<file path="src/rtl/bulls_cows_pkg.sv">
// Shared types and constants for the Bulls & Cows engine.
// Holds the FSM state encoding, the default parameter values and the
// highest legal decimal digit.
package bulls_cows_pkg;

  localparam int unsigned NUM_DIGITS_DEF   = 4;
  localparam int unsigned DIGIT_W_DEF      = 4;
  localparam int unsigned NUM_PLAYERS_DEF  = 2;
  localparam int unsigned MAX_ATTEMPTS_DEF = 15;
  localparam int unsigned DIGIT_MAX        = 9;

  typedef enum logic [2:0] {
    SECRET = 3'd0,
    GUESS  = 3'd1,
    SCORE  = 3'd2,
    RESULT = 3'd3,
    WIN    = 3'd4,
    FIM    = 3'd5
  } state_t;

endpackage

</file>
<file path="src/rtl/bc_code_check.sv">
// Combinational legality check of a code: every digit must be a decimal
// digit (0..DIGIT_MAX) and no two digits may be equal.
// Ports:
//   code_i       packed code, digit 0 in the LSBs
//   code_legal_o high when the code is legal
module bc_code_check
  import bulls_cows_pkg::*;
#(
  parameter int unsigned NUM_DIGITS = NUM_DIGITS_DEF,
  parameter int unsigned DIGIT_W    = DIGIT_W_DEF
) (
  input  logic [NUM_DIGITS*DIGIT_W-1:0] code_i,
  output logic                          code_legal_o
);

  always_comb begin
    code_legal_o = 1'b1;
    for (int unsigned i = 0; i < NUM_DIGITS; i++) begin
      if (32'(code_i[i*DIGIT_W +: DIGIT_W]) > DIGIT_MAX) code_legal_o = 1'b0;
      for (int unsigned j = i + 1; j < NUM_DIGITS; j++) begin
        if (code_i[i*DIGIT_W +: DIGIT_W] == code_i[j*DIGIT_W +: DIGIT_W]) code_legal_o = 1'b0;
      end
    end
  end

endmodule

</file>
<file path="src/rtl/bulls_cows_engine.sv">
// Multi-player Bulls & Cows game engine.
// Each player enters a secret, then players take turns guessing the secret
// of the next player. A guess is scored one digit per cycle.
// Ports:
//   clock_i, reset_i   rising-edge clock, synchronous active-high reset
//   guess_i            code entry, digit 0 in the LSBs
//   confirm_i          level input, its rising edge is the confirm event
//   state_o, player_o  current FSM state and active player
//   bulls_o, cows_o    last score, result_valid_o pulses when they update
//   attempts_o         guesses used by the active player
//   winner_o           winning player, meaningful in WIN
//   reject_o           pulses when a confirmed code is illegal
module bulls_cows_engine
  import bulls_cows_pkg::*;
#(
  parameter int unsigned NUM_DIGITS   = NUM_DIGITS_DEF,
  parameter int unsigned DIGIT_W      = DIGIT_W_DEF,
  parameter int unsigned NUM_PLAYERS  = NUM_PLAYERS_DEF,
  parameter int unsigned MAX_ATTEMPTS = MAX_ATTEMPTS_DEF
) (
  input  logic                                clock_i,
  input  logic                                reset_i,
  input  logic [NUM_DIGITS*DIGIT_W-1:0]       guess_i,
  input  logic                                confirm_i,
  output state_t                              state_o,
  output logic [$clog2(NUM_PLAYERS)-1:0]      player_o,
  output logic [$clog2(NUM_DIGITS+1)-1:0]     bulls_o,
  output logic [$clog2(NUM_DIGITS+1)-1:0]     cows_o,
  output logic [$clog2(MAX_ATTEMPTS+1)-1:0]   attempts_o,
  output logic [$clog2(NUM_PLAYERS)-1:0]      winner_o,
  output logic                                result_valid_o,
  output logic                                reject_o
);

  localparam int unsigned PW = $clog2(NUM_PLAYERS);
  localparam int unsigned SW = $clog2(NUM_DIGITS + 1);
  localparam int unsigned AW = $clog2(MAX_ATTEMPTS + 1);
  localparam int unsigned IW = $clog2(NUM_DIGITS);
  localparam int unsigned CW = NUM_DIGITS * DIGIT_W;

  state_t           state_q, state_d;
  logic [PW-1:0]    player_q, player_d, winner_q, winner_d;
  logic [SW-1:0]    bulls_q, bulls_d, cows_q, cows_d;
  logic [SW-1:0]    bacc_q, bacc_d, cacc_q, cacc_d;
  logic [AW-1:0]    att_q [NUM_PLAYERS];
  logic [AW-1:0]    att_d [NUM_PLAYERS];
  logic [AW-1:0]    att_o_q, att_o_d;
  logic [CW-1:0]    secret_q [NUM_PLAYERS];
  logic [CW-1:0]    secret_d [NUM_PLAYERS];
  logic [CW-1:0]    guess_q, guess_d;
  logic [IW-1:0]    idx_q, idx_d;
  logic             result_valid_q, result_valid_d, reject_q, reject_d;
  logic             confirm_q, armed_q;

  logic             event_c, code_legal_c;
  logic [PW-1:0]    target_c, next_player_c;
  logic [DIGIT_W-1:0] gdig_c;
  logic [CW-1:0]    tsec_c;
  logic             bull_hit_c, cow_hit_c, any_left_c;
  logic [SW-1:0]    bsum_c, csum_c;

  // armed_q blocks an event until confirm has been seen low since reset,
  // so a level held through reset release is not taken as a press.
  assign event_c = confirm_i & ~confirm_q & armed_q;

  bc_code_check #(
    .NUM_DIGITS (NUM_DIGITS),
    .DIGIT_W    (DIGIT_W)
  ) u_code_check (
    .code_i       (guess_i),
    .code_legal_o (code_legal_c)
  );

  // Single-digit score step: current guess digit against all target digits.
  always_comb begin
    target_c = (player_q == PW'(NUM_PLAYERS - 1)) ? '0 : player_q + PW'(1);
    gdig_c   = '0;
    for (int unsigned i = 0; i < NUM_DIGITS; i++) begin
      if (idx_q == IW'(i)) gdig_c = guess_q[i*DIGIT_W +: DIGIT_W];
    end
    tsec_c     = secret_q[target_c];
    bull_hit_c = 1'b0;
    cow_hit_c  = 1'b0;
    for (int unsigned j = 0; j < NUM_DIGITS; j++) begin
      if (tsec_c[j*DIGIT_W +: DIGIT_W] == gdig_c) begin
        if (idx_q == IW'(j)) bull_hit_c = 1'b1;
        else                 cow_hit_c  = 1'b1;
      end
    end
    bsum_c = bacc_q + SW'(bull_hit_c);
    csum_c = cacc_q + SW'(cow_hit_c);
  end

  // Next player with guesses left, searching forward and wrapping.
  always_comb begin
    next_player_c = player_q;
    any_left_c    = 1'b0;
    for (int unsigned k = 1; k <= NUM_PLAYERS; k++) begin
      if (!any_left_c && att_q[PW'((32'(player_q) + k) % NUM_PLAYERS)] < AW'(MAX_ATTEMPTS)) begin
        next_player_c = PW'((32'(player_q) + k) % NUM_PLAYERS);
        any_left_c    = 1'b1;
      end
    end
  end

  // Next-state and output logic.
  always_comb begin
    state_d        = state_q;
    player_d       = player_q;
    winner_d       = winner_q;
    bulls_d        = bulls_q;
    cows_d         = cows_q;
    bacc_d         = bacc_q;
    cacc_d         = cacc_q;
    att_d          = att_q;
    secret_d       = secret_q;
    guess_d        = guess_q;
    idx_d          = idx_q;
    result_valid_d = 1'b0;
    reject_d       = 1'b0;

    unique case (state_q)
      SECRET: begin
        if (event_c) begin
          if (!code_legal_c) begin
            reject_d = 1'b1;
          end else begin
            secret_d[player_q] = guess_i;
            if (player_q == PW'(NUM_PLAYERS - 1)) begin
              player_d = '0;
              state_d  = GUESS;
            end else begin
              player_d = player_q + PW'(1);
            end
          end
        end
      end
      GUESS: begin
        if (event_c) begin
          if (!code_legal_c) begin
            reject_d = 1'b1;
          end else begin
            guess_d = guess_i;
            if (att_q[player_q] < AW'(MAX_ATTEMPTS)) att_d[player_q] = att_q[player_q] + AW'(1);
            idx_d   = '0;
            bacc_d  = '0;
            cacc_d  = '0;
            state_d = SCORE;
          end
        end
      end
      SCORE: begin
        // Confirm events are dropped here, never queued.
        if (idx_q == IW'(NUM_DIGITS - 1)) begin
          bulls_d        = bsum_c;
          cows_d         = csum_c;
          result_valid_d = 1'b1;
          state_d        = RESULT;
        end else begin
          idx_d  = idx_q + IW'(1);
          bacc_d = bsum_c;
          cacc_d = csum_c;
        end
      end
      RESULT: begin
        if (bulls_q == SW'(NUM_DIGITS)) begin
          winner_d = player_q;
          state_d  = WIN;
        end else if (event_c) begin
          if (!any_left_c) begin
            state_d = FIM;
          end else begin
            player_d = next_player_c;
            state_d  = GUESS;
          end
        end
      end
      WIN, FIM: begin
        if (event_c) begin
          state_d  = SECRET;
          player_d = '0;
          bulls_d  = '0;
          cows_d   = '0;
          for (int unsigned p = 0; p < NUM_PLAYERS; p++) att_d[p] = '0;
        end
      end
      default: state_d = SECRET;
    endcase

    att_o_d = att_d[player_d];
  end

  // State and datapath registers.
  always_ff @(posedge clock_i) begin
    if (reset_i) begin
      state_q        <= SECRET;
      player_q       <= '0;
      winner_q       <= '0;
      bulls_q        <= '0;
      cows_q         <= '0;
      bacc_q         <= '0;
      cacc_q         <= '0;
      for (int unsigned p = 0; p < NUM_PLAYERS; p++) begin
        att_q[p]    <= '0;
        secret_q[p] <= '0;
      end
      att_o_q        <= '0;
      guess_q        <= '0;
      idx_q          <= '0;
      result_valid_q <= 1'b0;
      reject_q       <= 1'b0;
      confirm_q      <= 1'b0;
      armed_q        <= 1'b0;
    end else begin
      state_q        <= state_d;
      player_q       <= player_d;
      winner_q       <= winner_d;
      bulls_q        <= bulls_d;
      cows_q         <= cows_d;
      bacc_q         <= bacc_d;
      cacc_q         <= cacc_d;
      att_q          <= att_d;
      secret_q       <= secret_d;
      att_o_q        <= att_o_d;
      guess_q        <= guess_d;
      idx_q          <= idx_d;
      result_valid_q <= result_valid_d;
      reject_q       <= reject_d;
      confirm_q      <= confirm_i;
      armed_q        <= armed_q | ~confirm_i;
    end
  end

  assign state_o        = state_q;
  assign player_o       = player_q;
  assign winner_o       = winner_q;
  assign bulls_o        = bulls_q;
  assign cows_o         = cows_q;
  assign attempts_o     = att_o_q;
  assign result_valid_o = result_valid_q;
  assign reject_o       = reject_q;

endmodule

</file>
<file path="config.mk">
export PLATFORM = sky130hd
export DESIGN_NAME = bulls_cows_engine
export DESIGN_NICKNAME = d
export VERILOG_FILES = /design/src/rtl/bulls_cows_pkg.sv /design/src/rtl/bc_code_check.sv /design/src/rtl/bulls_cows_engine.sv
export SDC_FILE = /design/constraint.sdc
export NUM_CORES = 1
export LEC_CHECK = 0
export ABC_AREA = 1
export CAP_MARGIN = 20
export CORE_UTILIZATION = 30
export CTS_CLUSTER_SIZE = 28
export DETAILED_ROUTE_END_ITERATION = 16
export PLACE_DENSITY = 0.48
export SETUP_SLACK_MARGIN = 0.1
export SYNTH_ARGS = -nofsm -noshare
export SYNTH_HDL_FRONTEND = slang
export SYNTH_SLANG_ARGS = --single-unit
</file>
<file path="constraint.sdc">
create_clock -name clock_i -period 2.5 [get_ports clock_i]
set_input_delay 0.25 -clock clock_i [delete_from_list [all_inputs] [get_ports clock_i]]
set_output_delay 0.25 -clock clock_i [all_outputs]
set_load 0.05 [all_outputs]
</file>
==> out/qor.csv <==
stage,metric,value,unit
status,status,finished with violations,
status,violated checks,"design-rule violations, negative setup slack",
global_route,vias in the first global route,4172,
route,Pre-antenna DRT Iters,11,
route,Total Wirelength,12800,um
global_route,all-layer global routing usage,0.168,
sta,Final WS setup,-0.0198,ns
route,WL met3,439,um
min_path,Hold WC Path Type,register to register,
flow_run,Max Cap Viol,0,
route,Avg WL per Cell,13.9,um
cells_and_area,ant diodes,0,
critical_path,crit path max fanout,5,
sta,Final Skew,0.00897,ns
cts,Clock Tree Root,clkbuf_16,
sta,Final Hold Vio Count,0,
place,dpl cells,900,
sta,fmax,0.397,GHz
cells_and_area,Layout Nets,761,
critical_path,required time worst endpoint,2.78,ns
floorplanning,core area,14700,um2
yosys,mapped cell area,4580,um2
sta,slew margin rel.,0.586,
cells_and_area,register area,1670,um2
global_route,global-route wire length before repair,20900,um
critical_path,crit path launch type,register,
cells_and_area,share of layout cells above drive strength 1,0.196,
critical_path,Critical Setup Path Class,register to register,
route,DR vias,4525,
global_route,GR Overflow Total,0,
yosys,Synth Register Bits,83,
route,M1 WL,6020,um
yosys,Synth cell types,30,
power,Overall Power,2.93,mW
cts,H-tree lvl count,3,
cells_and_area,fin cells,922,
power,pwr/cell area,493,nW/um2
cts,Num CTS Buffers,9,
place,post-detail-place hpwl,9340,um
place,post-place setup slack,-0.222,ns
place,port bufs,35,
yosys,Mapped Avg Cell Area,6.76,um2
sta,actual slew at the worst max-slew pin,0.614,ns
critical_path,Worst Path Arrival,2.80,ns
cts,CTS tree,built,
floorplanning,die area,15800,um2
yosys,Yosys warnings,0,
global_route,initial antenna violation count,0,
power,Lkg Pwr,2.53,nW
cells_and_area,FILL cells,1527,
cts,Skew-Pair Late Insertion Delay,0.35,ns
cells_and_area,multi-input logic area,2800,um2
sta,RSZ-0062 raised after global routing,yes,
yosys,syn nets,705,
cts,clock-pin slew on the worst setup and hold paths,0.06,ns
sta,period utilization,1.01,
route,met2 WL,6140,um
critical_path,Critical Path Sink Type,register,
yosys,Synth async-reset ratio,0,
sta,Post-Route Setup TNS,-0.0198,ns
yosys,top_reg_cell synth,dfxtp_1,
yosys,cell count after synthesis,677,
floorplanning,Die Y-Extent,126,um
power,Peak VDD IR,471,uV
cts,CTS sink cnt,83,
sta,worst hold slack,0.470,ns
cts,CTS Buffer Depth,2,
global_route,largest net degree at the start of global routing,58,
route,Detailed Route Iter0 Violations,271,
route,highest metal used,met4,
route,detailed-route DRC error count,2,
cells_and_area,Area Growth Syn to Fin,29.7,%
route,via/cell ratio,4.91,
floorplanning,Die Wd,126,um
floorplanning,I/O pin total,36,
sta,Final setup viols,1,
place,RePlAce Congestion,0.872,
floorplanning,Initial Utilization,0.311,
sta,"Slew Viols, Final",0,
cts,hold buffer count at cts,0,
floorplanning,Placement Rows,44,
sta,post-route minimum period,2.52,ns
yosys,Post-synth EDFFs,0,
route,post-route ant nets,0,
yosys,"Seq/Total Area, Yosys",0.363,
cells in the mapped netlist (10+ instances only):
| cell | number | area share |
|---|---|---|
| inv_1 | 51 | 0.042 |
| o21ai_1 | 16 | 0.017 |
| inv_2 | 16 | 0.013 |
| a21oi_1 | 64 | 0.070 |
| nand4_1 | 12 | 0.016 |
| mux2i_1 | 12 | 0.026 |
| o21ai_0 | 64 | 0.070 |
| nand2_1 | 183 | 0.15 |
| nand3_1 | 41 | 0.045 |
| a21oi_2 | 12 | 0.023 |
| dfxtp_1 | 83 | 0.36 |
| nor2_1 | 51 | 0.042 |
| nand3b_1 | 10 | 0.016 |
where the power goes:
part | internal (mW) | total, mW | switching (mW)
logic | 0.0802 | 0.221 | 0.140
registers | 1.33 | 1.33 | 0.00311
clock network | 0.791 | 1.38 | 0.586
cell families after synthesis:
| group | share of synthesized area |
|---|---|
| xor gates and xnor gates | 0.0134 |
| DFF | 0.363 |
| muxes | 0.0262 |
| adders and majority gates | 0.0246 |
| and+or+nand+nor | 0.304 |
| AOI/OAI and AO/OA | 0.189 |
| buffers and inverters | 0.0798 |
final timing paths:
kind,startpoint,end,slack [ns],cells past startpoint
min reg2reg,cows_o[0],cows_o[0],0.47,2
max,idx_q[1],bacc_q[2],-0.02,18
max reg2reg,idx_q[1],bacc_q[2],-0.02,18
min,cows_o[0],cows_o[0],0.47,2
registers in the layout, indices dropped and copies added (netlist names), named ones only:
| signal | cells |
|---|---|
| confirm_q | 1 |
| bacc_q | 3 |
| armed_q | 1 |
| guess_q | 16 |
| cacc_q | 3 |
| winner_o | 1 |
| attempts_o | 4 |
| secret_q | 32 |
| bulls_o | 3 |
| cows_o | 3 |
| idx_q | 2 |
| reject_o | 1 |
| att_q | 8 |
| state_o | 3 |
| result_valid_o | 1 |
cell type report:
class,instances,share of cell area
Multi-Input combinational cell,505,0.471
Sequential cell,83,0.282
Timing Repair Buffer,67,0.113
Inverter,67,0.0441
Tap cell,184,0.0388
Clock buffer,9,0.0379
Clock inverter,7,0.0139
per-stage QoR:
| stage | cell area, um2 | utilization |
|---|---|---|
| after floorplan | 4600 | - |
| after global placement | 5320 | 0.362 |
| after detailed placement | 5320 | 0.362 |
| after CTS | 5830 | 0.397 |
| after global routing | 5940 | 0.404 |
| final | 5940 | 0.404 |
critical path, stage by stage (launching register included):
cell and delay [ns]:
dfxtp_4 0.37, inv_4 0.08, ha_4 0.15, inv_4 0.04, nor2_4 0.16, nand2_2 0.07, a31o_4 0.24, nand2_4 0.08
nand2_1 0.07, a21oi_2 0.19, nand3_1 0.09, nand2_1 0.06, inv_1 0.03, nand2_1 0.06, ha_2 0.20, ha_4 0.14
xnor2_2 0.08, or2_4 0.24, a21oi_2 0.11
per-layer routing:
| metal | vias up | global-route usage |
|---|---|---|
| met5 | - | 0 |
| met4 | 0 | 0.0552 |
| met3 | 17 | 0.0351 |
| met2 | 81 | 0.286 |
| met1 | 2078 | 0.212 |
| li1 | 2349 | - |
timing repair:
action,4_1_cts,5_1_grt
resized for setup,43,25
pin swaps,22,24
setup buffers,3,3
setup endpoints to repair,9,12
layout by cell type, fill, tap and decap left out, drive strengths merged:
cell type,netlist,layout
mux2i,12,12
o21ai,80,80
bufinv,0,1
nand2,183,183
clkbuf,9,9
nor2,59,59
nand3b,10,10
a31o,1,1
clkdlybuf4s50,0,35
a21o,1,1
clkinv,0,2
nor3,2,2
nand3,42,42
inv,67,71
nand4,12,12
or2,8,8
ha,9,9
a21oi,76,76
dfxtp,83,83
buf,13,32
o21bai,1,1
a22oi,2,2
xnor2,7,7
Power figures use the tool's default switching activity.
